===== src/rtl/sdram_ch_arbiter.sv =====
// Round-robin arbiter sharing one SDRAM controller channel among NUM_CLI clients.
// Optional `SDRAM_ARB_PRIO_EN: client 0 always wins; clients 1..NUM_CLI-1 rotate.
module sdram_ch_arbiter #(
  parameter int unsigned NUM_CLI   = 3,
  parameter int unsigned ADDR_BITS = 24,
  parameter int unsigned DATA_BITS = 16
) (
  input  logic                           clk,
  input  logic                           reset,
  input  logic [NUM_CLI-1:0]             cli_req,
  input  logic [NUM_CLI-1:0]             cli_we,
  input  logic [NUM_CLI*ADDR_BITS-1:0]   cli_addr,
  input  logic [NUM_CLI*DATA_BITS-1:0]   cli_wdata,
  input  logic [NUM_CLI*DATA_BITS/8-1:0] cli_wm,
  output logic [NUM_CLI-1:0]             cli_ack,
  output logic [DATA_BITS-1:0]           cli_rdata,
  output logic [NUM_CLI-1:0]             cli_busy,
  output logic                           mem_req,
  output logic                           mem_we,
  output logic [ADDR_BITS-1:0]           mem_addr,
  output logic [DATA_BITS-1:0]           mem_wdata,
  output logic [DATA_BITS/8-1:0]         mem_wm,
  input  logic                           mem_ack,
  input  logic [DATA_BITS-1:0]           mem_rdata
);

  localparam int unsigned WM_BITS = DATA_BITS / 8;
  localparam int unsigned GW      = $clog2(NUM_CLI);
  localparam int unsigned PW      = 1 << GW;

  typedef enum logic {
    S_IDLE,
    S_WAIT
  } state_t;

  state_t               state_q, state_d;
  logic [NUM_CLI-1:0]   pending_q, pending_d;
  logic [NUM_CLI-1:0]   slot_we_q, slot_we_d;
  logic [ADDR_BITS-1:0] slot_addr_q  [NUM_CLI];
  logic [ADDR_BITS-1:0] slot_addr_d  [NUM_CLI];
  logic [DATA_BITS-1:0] slot_wdata_q [NUM_CLI];
  logic [DATA_BITS-1:0] slot_wdata_d [NUM_CLI];
  logic [WM_BITS-1:0]   slot_wm_q    [NUM_CLI];
  logic [WM_BITS-1:0]   slot_wm_d    [NUM_CLI];
  logic [GW-1:0]        grant_q, grant_d;
  logic [GW-1:0]        last_q, last_d;
  logic                 mem_req_q, mem_req_d;
  logic                 mem_we_q, mem_we_d;
  logic [ADDR_BITS-1:0] mem_addr_q, mem_addr_d;
  logic [DATA_BITS-1:0] mem_wdata_q, mem_wdata_d;
  logic [WM_BITS-1:0]   mem_wm_q, mem_wm_d;
  logic [NUM_CLI-1:0]   ack_q, ack_d;
  logic [DATA_BITS-1:0] rdata_q, rdata_d;

  logic [PW-1:0]        pend_ext;
  logic [GW-1:0]        cand;
  logic [GW-1:0]        sel;
  logic                 sel_valid;
  logic                 done;

  // Next grant: first pending slot after last_q, wrapping around the client range.
  always_comb begin
    pend_ext  = PW'(pending_q);
    cand      = '0;
    sel       = '0;
    sel_valid = 1'b0;
`ifdef SDRAM_ARB_PRIO_EN
    if (pending_q[0]) begin
      sel_valid = 1'b1;
    end else begin
      for (int unsigned k = 0; k < NUM_CLI - 1; k++) begin
        cand = GW'(1 + ((32'(last_q) + k) % (NUM_CLI - 1)));
        if (!sel_valid && pend_ext[cand]) begin
          sel       = cand;
          sel_valid = 1'b1;
        end
      end
    end
`else
    for (int unsigned k = 0; k < NUM_CLI; k++) begin
      cand = GW'((32'(last_q) + 1 + k) % NUM_CLI);
      if (!sel_valid && pend_ext[cand]) begin
        sel       = cand;
        sel_valid = 1'b1;
      end
    end
`endif
  end

  always_comb begin
    state_d      = state_q;
    pending_d    = pending_q;
    slot_we_d    = slot_we_q;
    slot_addr_d  = slot_addr_q;
    slot_wdata_d = slot_wdata_q;
    slot_wm_d    = slot_wm_q;
    grant_d      = grant_q;
    last_d       = last_q;
    mem_req_d    = 1'b0;
    mem_we_d     = mem_we_q;
    mem_addr_d   = mem_addr_q;
    mem_wdata_d  = mem_wdata_q;
    mem_wm_d     = mem_wm_q;
    ack_d        = '0;
    rdata_d      = rdata_q;
    done         = (state_q == S_WAIT) && mem_ack;

    // A slot completing on this edge frees up in time to take a new request.
    for (int unsigned i = 0; i < NUM_CLI; i++) begin
      if (done && (grant_q == GW'(i))) begin
        pending_d[i] = 1'b0;
      end
      if (cli_req[i] && (!pending_q[i] || (done && (grant_q == GW'(i))))) begin
        pending_d[i]    = 1'b1;
        slot_we_d[i]    = cli_we[i];
        slot_addr_d[i]  = cli_addr[i*ADDR_BITS +: ADDR_BITS];
        slot_wdata_d[i] = cli_wdata[i*DATA_BITS +: DATA_BITS];
        slot_wm_d[i]    = cli_wm[i*WM_BITS +: WM_BITS];
      end
    end

    case (state_q)
      S_IDLE: begin
        if (sel_valid) begin
          mem_req_d = 1'b1;
          grant_d   = sel;
          state_d   = S_WAIT;
          for (int unsigned i = 0; i < NUM_CLI; i++) begin
            if (sel == GW'(i)) begin
              mem_we_d    = slot_we_q[i];
              mem_addr_d  = slot_addr_q[i];
              mem_wdata_d = slot_wdata_q[i];
              mem_wm_d    = slot_wm_q[i];
            end
          end
        end
      end
      S_WAIT: begin
        if (mem_ack) begin
          for (int unsigned i = 0; i < NUM_CLI; i++) begin
            if (grant_q == GW'(i)) begin
              ack_d[i] = 1'b1;
            end
          end
          rdata_d = mem_rdata;
`ifdef SDRAM_ARB_PRIO_EN
          if (grant_q != '0) begin
            last_d = grant_q;
          end
`else
          last_d = grant_q;
`endif
          state_d = S_IDLE;
        end
      end
      default: state_d = S_IDLE;
    endcase
  end

  always_ff @(posedge clk or negedge reset) begin
    if (!reset) begin
      state_q     <= S_IDLE;
      pending_q   <= '0;
      slot_we_q   <= '0;
      for (int unsigned i = 0; i < NUM_CLI; i++) begin
        slot_addr_q[i]  <= '0;
        slot_wdata_q[i] <= '0;
        slot_wm_q[i]    <= '0;
      end
      grant_q     <= '0;
      last_q      <= GW'(NUM_CLI - 1);
      mem_req_q   <= 1'b0;
      mem_we_q    <= 1'b0;
      mem_addr_q  <= '0;
      mem_wdata_q <= '0;
      mem_wm_q    <= '0;
      ack_q       <= '0;
      rdata_q     <= '0;
    end else begin
      state_q      <= state_d;
      pending_q    <= pending_d;
      slot_we_q    <= slot_we_d;
      slot_addr_q  <= slot_addr_d;
      slot_wdata_q <= slot_wdata_d;
      slot_wm_q    <= slot_wm_d;
      grant_q      <= grant_d;
      last_q       <= last_d;
      mem_req_q    <= mem_req_d;
      mem_we_q     <= mem_we_d;
      mem_addr_q   <= mem_addr_d;
      mem_wdata_q  <= mem_wdata_d;
      mem_wm_q     <= mem_wm_d;
      ack_q        <= ack_d;
      rdata_q      <= rdata_d;
    end
  end

  assign cli_busy  = pending_q;
  assign cli_ack   = ack_q;
  assign cli_rdata = rdata_q;
  assign mem_req   = mem_req_q;
  assign mem_we    = mem_we_q;
  assign mem_addr  = mem_addr_q;
  assign mem_wdata = mem_wdata_q;
  assign mem_wm    = mem_wm_q;

endmodule


===== config.mk =====
export PLATFORM = sky130hd
export DESIGN_NAME = sdram_ch_arbiter
export DESIGN_NICKNAME = d
export VERILOG_FILES = /design/src/rtl/sdram_ch_arbiter.sv
export SDC_FILE = /design/constraint.sdc
export NUM_CORES = 1
export LEC_CHECK = 0
export CAP_MARGIN = 20
export CORE_MARGIN = 5
export CORE_UTILIZATION = 44
export DETAILED_ROUTE_END_ITERATION = 10
export PLACE_DENSITY_LB_ADDON = 0.25
export SKIP_LAST_GASP = 1
export SYNTH_ARGS = -nofsm -noshare
export SYNTH_HDL_FRONTEND = slang
export SYNTH_SLANG_ARGS = --single-unit

===== constraint.sdc =====
create_clock -name clk -period 2.4 [get_ports clk]
set_input_delay 0.48 -clock clk [delete_from_list [all_inputs] [get_ports clk]]
set_output_delay 0.48 -clock clk [all_outputs]
set_load 0.03 [all_outputs]

After elaboration in Yosys (flattened, before gate mapping). Cells that the tools add are included.

Div/mod/pow operators: 3. $add $sub $neg: 3. Order comparisons: 3. Bitwise logic cells: 1. Mux-type cells: 39. Equality and inequality tests: 4. Reductions and logical operators: 26.

Operator list (number): 32-bit by 2-bit remainder unit with 32-bit output (second input constant) (3); 24-bit two-way mux (3); 16-bit two-way mux (3); 32-bit by 1-bit adder with 32-bit output (second input constant) (1); 1-bit two-way mux (21); 2-bit two-way mux (6); 1-bit logical AND (9); 2-bit by 3-bit < comparator with 1-bit output (second input constant) (3); 1-bit binary-select mux with 2-bit select (3); 3-bit two-way mux (2); 2-bit nonzero test (3); 1-bit zero test (5); 3-bit by 2-bit adder with 4-bit output (second input constant) (1); 2-bit by 1-bit == test with 1-bit output (second input constant) (2); 2-bit == test (second input constant) (2); 2-bit zero test (2); 2-bit AND reduction (2); 2-bit by 1-bit adder with 3-bit output (second input constant) (1); 1-bit logical OR (3); 3-bit AND reduction (1); 3-bit nonzero test (1); 1-bit case mux with 2 select lines (1); 1-bit inverter (1).

Register bits: 200. Logic and storage cells: 104. Bits of input ports: 151.

Logic depth before layout (Yosys ltp). Gate-level depths: netlist of run 1.

Word-level depth: 15. Mapped depth: 10. Gate-level depth less buffers: 8.

Least setup slack after synthesis of run 1. OpenSTA, ideal clock, no wires.

Kind: reg2reg. Start point: register last_q[1]. End point: register mem_addr_q[0] (netlist: mem_addr[0]). Clock period less this slack: 2.229 ns. Slack: 0.171 ns. Buffers on the path: 3. Cell stages (with the launch flop): 10. Arrival: 2.098 ns. Library setup time: 0.131 ns. Cells stage by stage: dfstp_2 -> ha_1 -> buf_4 -> and3b_1 -> a2111oi_2 -> a311o_2 -> buf_8 -> buf_12 -> mux2i_1 -> o211ai_1.

Longest elaborated chain between the ends: 14. Elaborated cells between the ends (all ways): 29.

RTL lines: start, declared (RTL line 46) `logic [GW-1:0] last_q, last_d;`; start signal, assigned (RTL line 171) `last_q <= GW'(NUM_CLI - 1);`; start signal, assigned (RTL line 187) `last_q <= last_d;`; 2-bit by 1-bit adder with 3-bit output * (RTL line 81) `cand = GW'((32'(last_q) + 1 + k) % NUM_CLI);`; parallel branches: the longest is 13 deep, another holds 32-bit by 1-bit adder with 32-bit output; end signal, assigned (RTL line 190) `mem_addr_q <= mem_addr_d;`; end, declared (RTL line 49) `logic [ADDR_BITS-1:0] mem_addr_q, mem_addr_d;`.

Mark *: on every way between the ends. The select of a mux whose other input is x is not followed. A chain may end at the register's enable or synchronous reset.

Worst setup path in the final report of run 1.
Start point: register last_q[1]. End point: register mem_addr_q[8] (netlist: mem_addr[8]).

Same word-level chain as after synthesis.

==> flow_metrics.tcl, run 1 <==
set metrics [dict create \
    avgSynthCellArea_sq_um 13.8 \
    wire_per_inst_microns 20.6 \
    grt-ovfl-total 0 \
    clock_latency_ns 0.43 \
    fmax_ghz 0.433 \
    timing.critical_path.arrival_ns 2.61 \
    max_cap_violations 0 \
    synth_xor_area_frac 0 \
    initial_core_util 0.448 \
    hold_path_class "in -> async" \
    synth_seq_cells 200 \
    grt_antenna_before_repair 2 \
    syn_inst 610 \
    synth_fa_ha_area_frac 0.00595 \
    ir_drop_uv 853 \
    setup_violations 0 \
    cp-start-kind "register" \
    finClkSkew_ns 0.0134 \
    grtUsageTotal 0.204 \
    fp.dieH_microns 148 \
    r2r_cells 8 \
    leakagePower_nw 4.98 \
    drt-total-wl_microns 22300 \
    clk_pin_slew_ns 0.07 \
    period_minus_slack_ns 2.31 \
    rr_endpoint "mem_addr[8]" \
    ys_types 35 \
    clock_sinks 200 \
    drive_gt1_frac 0.269 \
    numPortBuffers 216 \
    dp_cells 1047 \
    grt_pass1_wl_microns 35200 \
    dpl.hpwl_microns 15500 \
    max_stage_delay_ns 0.58 \
    grt_pass1_vias 6454 \
    critPathCaptureType "register" \
    endpoint "mem_addr[8]" \
    worst_pin_slew_ns 0.617 \
    yosysSeqAreaShare 0.595 \
    clock_path_buffers 2 \
    critical_path.top_delay_family "compound AO/OA/AOI/OAI gates" \
    cts_tree "built" \
    crit_chain "ha_4 > and3b_2 > a2111oi_4 > a311o_2 > buf_12 > buf_12 > mux2i_2 > o211ai_1" \
    syn-cell-area_sq_um 8410 \
    hold_buffers 0 \
    syn_nets 765 \
    postRouteAntennaNets 0 \
    synth_compound_area_frac 0.0473 \
    pin_count 217 \
    viasPerCell 5.36 \
    drt_iter0_drc 179 \
    period_share 0.962 \
    vias 5800 \
    ys.warnings.count 0 \
    dieArea_sq_um 22000 \
    place_congestion 0.822 \
    power_density_nw_per_um2 1460 \
    critPathKind "reg -> reg" \
    drt_pre_antenna_iters 4 \
    cts_root_buf "clkbuf_16" \
    grt_setup_unrepaired "no" \
    r2r_slack_ns 0.09 \
    syn2layout_area_growth_pct 38.9 \
    coreArea_sq_um 18800 \
    fin_total_pwr_mw 17.1 \
    rows 50 \
    layout.cells.non_filler 1083 \
    crit_slowest_cell "dfstp_2" \
    crit_top_cell "buf_12" \
    status "completed" \
    fin_setup_tns_ns 0 \
    max_slew_margin 0.589 \
    synth_top_family_by_area "multiplexers" \
    critPathRequiredTime_ns 2.70 \
    grt_max_degree 75 \
    drc_errors 0 \
    muxShareOfSynthArea 0.252 \
    hold_viol_final 0 \
    drv_slew 0 \
    rr_startpoint "last_q[1]" \
    cts.htree.levels 4 \
    utilization 0.623 \
    synth-simple-area-share 0.0660 \
    crit_buf_inv 2 \
    cp-startpoint "last_q[1]" \
    fin_nets 991 \
    path_depth 8 \
    dieWidth_microns 148 \
    holdWs_ns 0.0762 \
    cts-buffers-inserted 17 \
    path_max_fanout 11 \
]
## per-layer routing
layer / wire [microns] / track usage / up-vias
li1: - / - / 2638
met1: 8960 / 0.253 / 2977
met2: 11600 / 0.352 / 161
met3: 1370 / 0.0564 / 22
met4: 348 / 0.0554 / 2
met5: 13 / 0 / -
## where the power goes
group	total, mW	internal (mW)	leakage (nW)	switching (mW)
logic	8.34	4.24	2.29	4.10
clock network	2.80	1.56	0.285	1.24
registers	5.92	4.98	2.40	0.932
## worst min-delay path by stage
stage / from / end / cells past startpoint
after detailed placement: mem_addr[17] / mem_addr[17] / 2
after floorplan: reset / cli_ack[0] / 0
after global placement: mem_addr[15] / mem_addr[15] / 2
after global routing: reset / slot_wdata_q[6] / 1
final: reset / slot_wdata_q[7] / 1
after CTS: reset / slot_wdata_q[25] / 1
## state kept, by name, summed over array words and instances, names as in the netlist
register and cells:
mem_wm 2, cli_ack 3, slot_wm_q 6, mem_we 1
cli_rdata 16, mem_addr 24, grant_q 2, cli_busy 3
mem_req 1, slot_we_q 3, last_q 2, slot_wdata_q 48
mem_wdata 16, state_q 1, slot_addr_q 72
## timing repair
item / CTS / global route
endpoints found under the setup margin: 0 / 43
setup buffers: 0 / 2
gates resized for setup: 0 / 14
## cell families (layout without fill, tap and decap cells)
group | count (synthesis) | in the layout
AND/OR/NAND/NOR | 116 | 116
other | 0 | 1
AO/OA/AOI/OAI | 52 | 52
multiplexers | 193 | 193
adder cells (fa/ha/maj) | 4 | 4
buffers and inverters | 45 | 283
flip-flops | 200 | 200
## cell usage after synthesis, drive strengths merged
master / count / area (sq um)
nor3b: 2 / 15.0
o21ai: 2 / 10.0
and3b: 1 / 8.76
o21a: 2 / 15.0
nor3: 1 / 5.00
nor2b: 1 / 6.26
ha: 4 / 50.1
a41o: 1 / 10.0
o211ai: 43 / 323
dfrtp: 199 / 4980
o31ai: 1 / 7.51
nand2: 48 / 180
nor2: 2 / 7.51
mux2: 147 / 1660
nand3: 44 / 220
clkbuf: 11 / 41.3
nand3b: 3 / 22.5
and2: 2 / 12.5
a2111oi: 1 / 15.0
buf: 29 / 226
a31oi: 1 / 6.26
mux2i: 46 / 460
nand2b: 7 / 43.8
nand4: 2 / 12.5
dfstp: 1 / 26.3
or2: 2 / 12.5
and4: 1 / 8.76
inv: 5 / 18.8
a311o: 1 / 11.3
## layout make-up
type                    count  area, sq um
well taps                 234          293
clock buffers              20          447
multi-input cells         365         3180
diodes                      1         2.50
fillers                  1447         7080
repair buffers            247         2620
inverters                   5         18.8
clock inverters            11          120
flip-flops and latches    200         5010
## cell usage in the layout (no fill, tap or decap), types with 2 or more instances in the layout
master,count
clkbuf_1,2
nand2b_1,7
clkinv_2,5
and2_2,2
nand2_1,46
o21ai_0,2
inv_1,3
o21a_1,2
mux2_2,147
mux2i_1,41
nor3b_1,2
buf_4,11
nand4_1,2
ha_1,2
clkbuf_8,2
inv_6,4
bufinv_16,2
dfrtp_1,199
buf_6,4
o211ai_1,43
mux2i_2,5
clkdlybuf4s50_1,215
inv_2,2
buf_12,14
nand3_1,44
clkbuf_16,19
nor2_1,2
nand3b_1,3
nand2_2,2
## per-stage QoR
| step | worst slack [ns] | instance area (sq um) |
|---|---|---|
| finish | 0.0920 | 11700 |
| global route | 0.00172 | 11700 |
| CTS | 0.0279 | 11500 |
| detailed placement | -0.0193 | 11000 |
| global placement | -0.00554 | 11000 |
| floorplan | 0.171 | 8410 |
Power figures use the tool's default switching activity.
==> run 2: changes to the inputs <==
- SLEW_MARGIN: not set -> 40
==> results of run 2 <==
Final layout, timing and power as in run 1 (identical DEF).
